### config.mk
export PLATFORM = sky130hd
export DESIGN_NAME = lsu_dmem_ctrl
export DESIGN_NICKNAME = d
export VERILOG_FILES = /design/src/rtl/lsu_dmem_ctrl_pkg.sv /design/src/rtl/lsu_lane_align.sv /design/src/rtl/lsu_dmem_ctrl.sv
export VERILOG_INCLUDE_DIRS = /design/src /design/src/rtl
export SDC_FILE = /design/constraint.sdc
export NUM_CORES = 1
export LEC_CHECK = 0
export CORE_MARGIN = 3
export CORE_UTILIZATION = 49
export DETAILED_ROUTE_END_ITERATION = 16
export PLACE_DENSITY = 0.86
export RECOVER_POWER = 25
export SKIP_LAST_GASP = 1
export SLEW_MARGIN = 5
export SYNTH_ARGS = -nofsm -noshare
export SYNTH_HDL_FRONTEND = slang
export SYNTH_SLANG_ARGS = --single-unit
### constraint.sdc
create_clock -name clk -period 3.45 [get_ports clk]
set_clock_uncertainty 0.2 [all_clocks]
set_input_delay 0.5175 -clock clk [delete_from_list [all_inputs] [get_ports clk]]
set_output_delay 0.5175 -clock clk [all_outputs]
set_load 0.01 [all_outputs]
### src/rtl/parameter_define.sv
// Pipeline-wide access-size codes shared by the MEM stage and the load sign-extend stage.
`ifndef PARAMETER_DEFINE_SV
`define PARAMETER_DEFINE_SV
`define WORD  3'b000
`define HALF  3'b001
`define HALFU 3'b010
`define BYTE  3'b011
`define BYTEU 3'b100
`endif

### src/rtl/lsu_dmem_ctrl_pkg.sv
// Shared types and helpers for the load/store data-memory controller.
`include "parameter_define.sv"

package lsu_dmem_ctrl_pkg;

    localparam logic [2:0] WHB_WORD  = `WORD;
    localparam logic [2:0] WHB_HALF  = `HALF;
    localparam logic [2:0] WHB_HALFU = `HALFU;
    localparam logic [2:0] WHB_BYTE  = `BYTE;
    localparam logic [2:0] WHB_BYTEU = `BYTEU;

    typedef enum logic [0:0] {
        ST_IDLE = 1'b0,
        ST_REQ  = 1'b1
    } lsu_state_e;

    // Size/alignment legality; unknown codes are never legal.
    function automatic logic access_legal(input logic [2:0] whb, input logic [1:0] off);
        logic ok;
        ok = 1'b0;
        case (whb)
            WHB_WORD:             ok = (off == 2'b00);
            WHB_HALF, WHB_HALFU:  ok = (off[0] == 1'b0);
            WHB_BYTE, WHB_BYTEU:  ok = 1'b1;
            default:              ok = 1'b0;
        endcase
        return ok;
    endfunction

    function automatic logic [31:0] size_mask(input logic [2:0] whb);
        logic [31:0] m;
        m = 32'hFFFF_FFFF;
        case (whb)
            WHB_HALF, WHB_HALFU:  m = 32'h0000_FFFF;
            WHB_BYTE, WHB_BYTEU:  m = 32'h0000_00FF;
            default:              m = 32'hFFFF_FFFF;
        endcase
        return m;
    endfunction

endpackage

### src/rtl/lsu_lane_align.sv
// Byte-lane steering: store byte enables and replication, load right-alignment.
module lsu_lane_align
    import lsu_dmem_ctrl_pkg::*;
(
    input  logic [2:0]  st_whb,
    input  logic [1:0]  st_off,
    input  logic [31:0] st_wdata,
    input  logic [2:0]  ld_whb,
    input  logic [1:0]  ld_off,
    input  logic [31:0] ld_rdata,
    output logic [3:0]  st_be,
    output logic [31:0] st_wdata_rep,
    output logic [31:0] ld_aligned
);

    logic [31:0] ld_shift_s;

    // Store lane generation; unsigned size codes behave like their signed twins.
    always_comb begin
        st_be        = 4'b0000;
        st_wdata_rep = 32'h0000_0000;
        case (st_whb)
            WHB_BYTE, WHB_BYTEU: begin
                st_be        = 4'b0001 << st_off;
                st_wdata_rep = {4{st_wdata[7:0]}};
            end
            WHB_HALF, WHB_HALFU: begin
                st_be        = 4'b0011 << st_off;
                st_wdata_rep = {2{st_wdata[15:0]}};
            end
            WHB_WORD: begin
                st_be        = 4'b1111;
                st_wdata_rep = st_wdata;
            end
            default: begin
                st_be        = 4'b0000;
                st_wdata_rep = 32'h0000_0000;
            end
        endcase
    end

    // Load alignment; extension is left to the sign-extend stage, bits above the size are zero.
    always_comb begin
        ld_shift_s = ld_rdata >> {ld_off, 3'b000};
        ld_aligned = ld_shift_s & size_mask(ld_whb);
    end

endmodule

### src/rtl/lsu_dmem_ctrl.sv
// MEM-stage load/store controller driving a variable-latency req/ack data-memory port.
module lsu_dmem_ctrl
    import lsu_dmem_ctrl_pkg::*;
#(
    parameter int TIMEOUT_CYCLES = 64,
    parameter int CNT_W          = 8
) (
    input  logic        clk,
    input  logic        rst_n,
    input  logic        ex_valid,
    input  logic        ex_load,
    input  logic        ex_store,
    input  logic [2:0]  ex_whb,
    input  logic [31:0] ex_addr,
    input  logic [31:0] ex_wdata,
    output logic        lsu_stall,
    output logic        dm_req,
    output logic [3:0]  dm_we,
    output logic [31:0] dm_addr,
    output logic [31:0] dm_wdata,
    input  logic        dm_ack,
    input  logic [31:0] dm_rdata,
    output logic        ld_valid,
    output logic [2:0]  ld_whb,
    output logic [31:0] ld_data,
    output logic        lsu_exc,
    output logic        bus_err
);

    localparam bit              TIMEOUT_EN = (TIMEOUT_CYCLES > 0);
    localparam logic [CNT_W-1:0] CNT_LAST  = CNT_W'(TIMEOUT_CYCLES - 1);

    lsu_state_e       state_r;
    lsu_state_e       state_nxt_s;
    logic [CNT_W-1:0] cnt_r;
    logic [1:0]       lat_off_r;
    logic [2:0]       lat_whb_r;
    logic             lat_load_r;

    logic             legal_s;
    logic             accept_s;
    logic             illegal_s;
    logic             done_s;
    logic             timeout_s;

    logic [3:0]       st_be_s;
    logic [31:0]      st_wdata_s;
    logic [31:0]      ld_aligned_s;

    logic             dm_req_r;
    logic [3:0]       dm_we_r;
    logic [31:0]      dm_addr_r;
    logic [31:0]      dm_wdata_r;
    logic             ld_valid_r;
    logic [2:0]       ld_whb_r;
    logic [31:0]      ld_data_r;
    logic             lsu_exc_r;
    logic             bus_err_r;

    lsu_lane_align u_lane_align (
        .st_whb       (ex_whb),
        .st_off       (ex_addr[1:0]),
        .st_wdata     (ex_wdata),
        .ld_whb       (lat_whb_r),
        .ld_off       (lat_off_r),
        .ld_rdata     (dm_rdata),
        .st_be        (st_be_s),
        .st_wdata_rep (st_wdata_s),
        .ld_aligned   (ld_aligned_s)
    );

    // FSM state register.
    always_ff @(posedge clk or negedge rst_n) begin
        if (!rst_n) begin
            state_r <= ST_IDLE;
        end else begin
            state_r <= state_nxt_s;
        end
    end

    // Next-state and per-cycle control decode.
    always_comb begin
        state_nxt_s = state_r;
        accept_s    = 1'b0;
        illegal_s   = 1'b0;
        done_s      = 1'b0;
        timeout_s   = 1'b0;
        legal_s     = access_legal(ex_whb, ex_addr[1:0]);
        case (state_r)
            ST_IDLE: begin
                if (ex_valid && (ex_load || ex_store)) begin
                    if ((ex_load ^ ex_store) && legal_s) begin
                        accept_s    = 1'b1;
                        state_nxt_s = ST_REQ;
                    end else begin
                        illegal_s   = 1'b1;
                        state_nxt_s = ST_IDLE;
                    end
                end else begin
                    state_nxt_s = ST_IDLE;
                end
            end
            ST_REQ: begin
                if (dm_ack) begin
                    done_s      = 1'b1;
                    state_nxt_s = ST_IDLE;
                end else if (TIMEOUT_EN && (cnt_r == CNT_LAST)) begin
                    timeout_s   = 1'b1;
                    state_nxt_s = ST_IDLE;
                end else begin
                    state_nxt_s = ST_REQ;
                end
            end
            default: begin
                state_nxt_s = ST_IDLE;
            end
        endcase
    end

    // Stall covers the accept cycle combinationally so upstream freezes before the request launches.
    always_comb begin
        lsu_stall = 1'b0;
        if (accept_s || (state_r == ST_REQ)) begin
            lsu_stall = 1'b1;
        end else begin
            lsu_stall = 1'b0;
        end
    end

    // Wait counter: counts unacknowledged request cycles, cleared whenever not waiting.
    always_ff @(posedge clk or negedge rst_n) begin
        if (!rst_n) begin
            cnt_r <= {CNT_W{1'b0}};
        end else if ((state_r == ST_REQ) && !done_s && !timeout_s) begin
            cnt_r <= cnt_r + {{(CNT_W-1){1'b0}}, 1'b1};
        end else begin
            cnt_r <= {CNT_W{1'b0}};
        end
    end

    // Request registers: capture the access on accept, release the request on ack or timeout.
    always_ff @(posedge clk or negedge rst_n) begin
        if (!rst_n) begin
            dm_req_r   <= 1'b0;
            dm_we_r    <= 4'b0000;
            dm_addr_r  <= 32'h0000_0000;
            dm_wdata_r <= 32'h0000_0000;
            lat_off_r  <= 2'b00;
            lat_whb_r  <= 3'b000;
            lat_load_r <= 1'b0;
        end else if (accept_s) begin
            dm_req_r   <= 1'b1;
            dm_we_r    <= ex_store ? st_be_s : 4'b0000;
            dm_addr_r  <= {ex_addr[31:2], 2'b00};
            dm_wdata_r <= ex_store ? st_wdata_s : 32'h0000_0000;
            lat_off_r  <= ex_addr[1:0];
            lat_whb_r  <= ex_whb;
            lat_load_r <= ex_load;
        end else if (done_s || timeout_s) begin
            dm_req_r   <= 1'b0;
        end
    end

    // Load return path; data and size code hold between pulses.
    always_ff @(posedge clk or negedge rst_n) begin
        if (!rst_n) begin
            ld_valid_r <= 1'b0;
            ld_whb_r   <= 3'b000;
            ld_data_r  <= 32'h0000_0000;
        end else begin
            ld_valid_r <= done_s && lat_load_r;
            if (done_s && lat_load_r) begin
                ld_whb_r  <= lat_whb_r;
                ld_data_r <= ld_aligned_s;
            end
        end
    end

    // Single-cycle exception and bus-error pulses.
    always_ff @(posedge clk or negedge rst_n) begin
        if (!rst_n) begin
            lsu_exc_r <= 1'b0;
            bus_err_r <= 1'b0;
        end else begin
            lsu_exc_r <= illegal_s;
            bus_err_r <= timeout_s;
        end
    end

    assign dm_req   = dm_req_r;
    assign dm_we    = dm_we_r;
    assign dm_addr  = dm_addr_r;
    assign dm_wdata = dm_wdata_r;
    assign ld_valid = ld_valid_r;
    assign ld_whb   = ld_whb_r;
    assign ld_data  = ld_data_r;
    assign lsu_exc  = lsu_exc_r;
    assign bus_err  = bus_err_r;

endmodule

# [Word level (Yosys, flattened, before mapping)]
# Index checks and enable logic that the tools add are counted.
# Widths: inputs -> output; s select.
[classes] n_reduce_logical=17 n_eq_ne=9 n_shift=3 mux=24 addsub=1 bitwise_logic=4
[ops] op="$pmux 32 s3" count=1
[ops] op="$pmux 32 s2" count=1
[ops] op="$and 32x32->32" count=1
[ops] op="$mux 32" count=1
[ops] op="$shr 32x5->32" count=1
[ops] op="$mux 1" count=16
[ops] op="$eq 3x2->1 const B" count=4
[ops] op="$pmux 4 s3" count=1
[ops] op="$add 8x1->8 const B" count=1
[ops] op="$eq 8x6->1 const B" count=1
[ops] op="$mux 8" count=1
[ops] op="$reduce_or 2->1" count=4
[ops] op="$eq 3x1->1 const B" count=2
[ops] op="$eq 3x3->1 const B" count=2
[ops] op="$logic_and 1x1->1" count=5
[ops] op="$mux 4" count=1
[ops] op="$shl 1x2->4 const A" count=1
[ops] op="$shl 2x2->4 const A" count=1
[ops] op="$logic_not 3->1" count=1
[ops] op="$logic_or 1x1->1" count=3
[ops] op="$pmux 1 s3" count=1
[ops] op="$logic_not 1->1" count=2
[ops] op="$logic_not 2->1" count=1
[ops] op="$not 1->1" count=2
[ops] op="other kinds (3)" count=3
[word_totals] ff_bits=120 output_inout_bits=108 elab_cells=72

# [Logic depth before layout (Yosys ltp)]
[logic_depth] depth_word=9 mapped_depth=8 mapped_depth_nobuf=6

# [Cells and area by module]
# From an unflattened synthesis, not the netlist that was laid out.
[unflattened] hier_cells=585 area_unflattened_um2=6343.6
[modules_own_cells] mod="lsu_dmem_ctrl" seq_area_each_um2=3002.9 area_each_um2=4934.7 instances=1 cells_each=370
[modules_own_cells] mod="lsu_lane_align" seq_area_each_um2=0.0 area_each_um2=1408.9 instances=1 cells_each=215

# [Worst setup path before layout]
# No wires, ideal clock.
[synth_path] path_kind="input-to-reg" start="input ex_store" end="register dm_addr_r[10] (netlist: dm_addr[10])" cell_stages=7 slack_ps=1301 required_time_ps=3122 t_arrival_ps=1822 cell_sequence="inv_2 -> ha_1 -> a21boi_1 -> nand4_1 -> buf_2 -> buf_2 -> mux2_1"
[synth_between] elab_chain_cells=5 word_cells_on_any_way=7
[synth_rtl] element="start: declaration" line="lsu_dmem_ctrl.sv:12" source="input logic ex_store,"
[synth_rtl] element="$xor 1x1->1" line="lsu_dmem_ctrl.sv:92" source="if ((ex_load ^ ex_store) && legal_s) begin"
[synth_rtl] element="$logic_and 1x1->1" line="lsu_dmem_ctrl.sv:92"
[synth_rtl] element="$mux 1" line="lsu_dmem_ctrl.sv:92"
[synth_rtl] element="$mux 1 (*)" line="lsu_dmem_ctrl.sv:91" source="if (ex_valid && (ex_load || ex_store)) begin"
[synth_rtl] element="$mux 1 (*)" line="lsu_dmem_ctrl.sv:89" source="case (state_r)"
[synth_rtl] element="end signal: assignment" line="lsu_dmem_ctrl.sv:154" source="dm_addr_r <= {ex_addr[31:2], 2'b00};"
[synth_rtl] element="end: declaration" line="lsu_dmem_ctrl.sv:52" source="logic [31:0] dm_addr_r;"
# Every way passes the cells marked *; elsewhere a longest branch is shown, timed or not.
# A chain may end at the register's enable or synchronous reset.

# [Worst setup path after layout]
[layout_path] start="input ex_store" end="output lsu_stall"
[layout_between] elab_chain_cells=7 word_cells_on_any_way=9
[layout_rtl] element="$xor 1x1->1" line="lsu_dmem_ctrl.sv:92"
[layout_rtl] element="$logic_and 1x1->1" line="lsu_dmem_ctrl.sv:92"
[layout_rtl] element="$mux 1" line="lsu_dmem_ctrl.sv:92"
[layout_rtl] element="$mux 1 (*)" line="lsu_dmem_ctrl.sv:91"
[layout_rtl] element="$mux 1 (*)" line="lsu_dmem_ctrl.sv:89"
[layout_rtl] element="$logic_or 1x1->1 (*)" line="lsu_dmem_ctrl.sv:123" source="if (accept_s || (state_r == ST_REQ)) begin"
[layout_rtl] element="$mux 1 (*)" line="lsu_dmem_ctrl.sv:123"
[layout_rtl] element="end: declaration" line="lsu_dmem_ctrl.sv:16" source="output logic lsu_stall,"
# Marks and branches as above.

==> flow_summary.toml <==
[clock_tree]
numCtsBuffers = 17
clk_latency_ns = 0.40
tritoncts = "yes"
cts_setup_buffers = 0
cts-root-buf = "clkbuf_16"
cts.sinks = 120
ctsHoldBuffers = 1
cts-resized-gates = 0
clk_path_buf_depth = 2
htree_levels = 4
path_clk_slew_ns = 0.05

[synth]
synth-seq-area-share = 0.499
synth_largest_area_cell = "dfrtp_1"
synth_cells = 573
yosys-top-cells-area = "dfrtp_1, mux2i_1, mux2_1"
avgSynthCellArea_sq_um = 10.5
synth.most_common_cell = "dfrtp_1"
synth_edf_count = 0
synth_top_area_frac = 0.499
ys_seq_elements = 120
synthDistinctLibCells = 53
synth_common_cells = "dfrtp_1, nand2_1, mux2i_1, mux2_1, inv_1"
synth.cell_area_sq_um = 6020
yosys_warnings = 0
async_reset_ff_frac = 1.00
ys.flop_type = "dfrtp_1"

[cells_and_area]
n_fill_cell = 773
syn_to_final_growth_pct = 46.8
drive_above_1_share = 0.0822
num_antenna_cells = 0
multi_input_area_sq_um = 2710
register_area_sq_um = 3000
fin_util = 0.755
fin_nets = 885

[global_route]
grt_pass1_wl_mm = 27.7
grt_pass1_vias = 5407
track_usage = 0.264
antenna_found_initial = 0
grt_max_degree = 52
grt_overflow_total = 0

[placed_design]
pre_cts_ws_ns = 0.328
detailed_place_hpwl_mm = 12.9
portBuffers = 210
gp_congestion = 0.919

[sta]
slew_viol_final = 44
setup_violations = 0
maxSlewHeadroom = -0.174
fin_crit_ns = 3.17
post-route-period-util = 0.918
final.setup.worst_slack_ns = 0.282
hold_viol = 0
clock.fmax_ghz = 0.316
worst_slew_pin_slew_ns = 1.76
tns_ns = 0
grt_setup_unrepaired = "false"

[worst_hold_path]
hold_class = "flip-flop to flip-flop"

[pwr]
power.density_nw_per_um2 = 665
ir_worst_vdd_mv = 0.377
total_power_mw = 5.88
net-switching-power_mw = 1.75
pwr-share-seq = 0.355
leakagePower_nw = 4.02
power.internal_mw = 4.13
swShare = 0.298
clock_power_share = 0.315
pwr-share-comb = 0.330

[setup_path]
critPathCaptureType = "output port"
cp-start-kind = "input pin"
crit_type = "input pin to output port"
cp_max_fo = 2
arrival_ns = 2.45
required_ns = 2.73

[floorplanning]
io_pins = 213
fp.dieW_um = 117
dieArea_sq_um = 13700
initial_core_util = 0.514
die_h_um = 117
core_area_sq_um = 11700
rows = 39

[status]
outcome = "finished with violations"
violations = "max-capacitance violations, max-slew violations"

[job]
cap_violations = 1

[routing]
viasPerCell = 5.54
detail_route.wl_per_cell_um = 18.9
vias = 5171
firstDrtPassIters = 5
drc = 0
wl_mm = 17.7
drt_iter0_markers = 367
ant_nets = 0
## state kept, by name (all words and copies together) (netlist names), 2 cells and up
signal,cells
ld_whb,3
ld_data,32
dm_wdata,32
lat_off_r,2
lat_whb_r,3
dm_addr,30
cnt_r,8
dm_we,4
## routing by layer
metal  vias to the layer above  part of all wire  global-route usage
met3                        35             0.087              0.0853
met4                         0             0.025              0.0910
met1                      2477              0.40               0.322
met2                       263              0.49               0.443
li1                       2396                 -                   -
met5                         -                 0                   0
## worst paths after layout
| kind | startpoint | end | slack [ns] | cells past startpoint |
|---|---|---|---|---|
| hold / removal | ld_data[27] | ld_data[27] | 0.28 | 2 |
| hold reg to reg | ld_data[27] | ld_data[27] | 0.28 | 2 |
| setup / recovery | ex_store | lsu_stall | 0.28 | 7 |
| max in group asynchronous | rst_n | lat_whb_r[0] | 0.84 | 3 |
| setup reg to reg | state_r | ld_data[3] | 0.93 | 4 |
| min in group asynchronous | rst_n | ld_data[5] | 0.71 | 2 |
## power groups by stage
stage               Clock (mW)  Sequential, mW  Combinational (mW)
global placement             0            2.07                1.89
CTS                       1.87            2.09                1.96
finish                    1.85            2.09                1.94
floorplan                    0            2.22               0.661
global route              1.94            2.14                2.09
detailed placement           0            2.10                1.94
## layout make-up
| class | instances | share of cell area |
|---|---|---|
| flip-flops and latches | 120 | 0.340 |
| multi-input cells | 382 | 0.306 |
| repair buffers | 225 | 0.250 |
| clock buffers | 20 | 0.0505 |
| well taps | 143 | 0.0202 |
| clock inverters | 12 | 0.0195 |
| inverters | 32 | 0.0136 |
## worst max-delay path: stages
cell,delay [ns]
clkdlybuf4s50_1,0.49
inv_2,0.07
ha_1,0.28
a21boi_1,0.19
nand3_1,0.14
o21bai_1,0.19
clkdlybuf4s50_1,0.58
## through the flow
step	cells	hold slack (ns)	area, sq um
after floorplan	574	0.0219	6030
after global placement	901	0.257	8230
after detailed placement	901	0.264	8230
after CTS	934	0.277	8860
after global routing	934	0.300	8840
final	934	0.277	8840
## kinds of logic (layout without fill, tap and decap cells)
logic type      after synthesis  after routing  share of synthesized area
flops                       120            120                      0.499
fa+ha+maj                     2              2                    0.00415
other cells                   1              2                   0.000623
simple gates                161            161                      0.125
compound gates               93             93                      0.102
mux                         119            119                      0.209
xor+xnor                      5              5                    0.00727
buf+inv                      72            289                     0.0526
## layout by cell type (no fill, tap or decap), types with 3 or more instances in the layout
cell,instances
nor2_1,18
buf_4,10
a31oi_1,7
o211ai_1,8
mux2_1,46
bufinv_16,4
mux2i_1,65
clkinv_2,4
mux2_2,8
nand3_1,19
clkdlybuf4s50_1,208
o21ai_2,8
nor3b_1,10
dfrtp_1,120
nor2b_1,6
nand2b_1,3
inv_1,31
o21ai_0,19
xor2_1,3
a21oi_1,14
nand2_1,86
clkbuf_16,17
and3_1,3
o22ai_1,8
clkbuf_1,4
o31ai_1,9
a22o_1,8
Power figures use the tool's default switching activity.
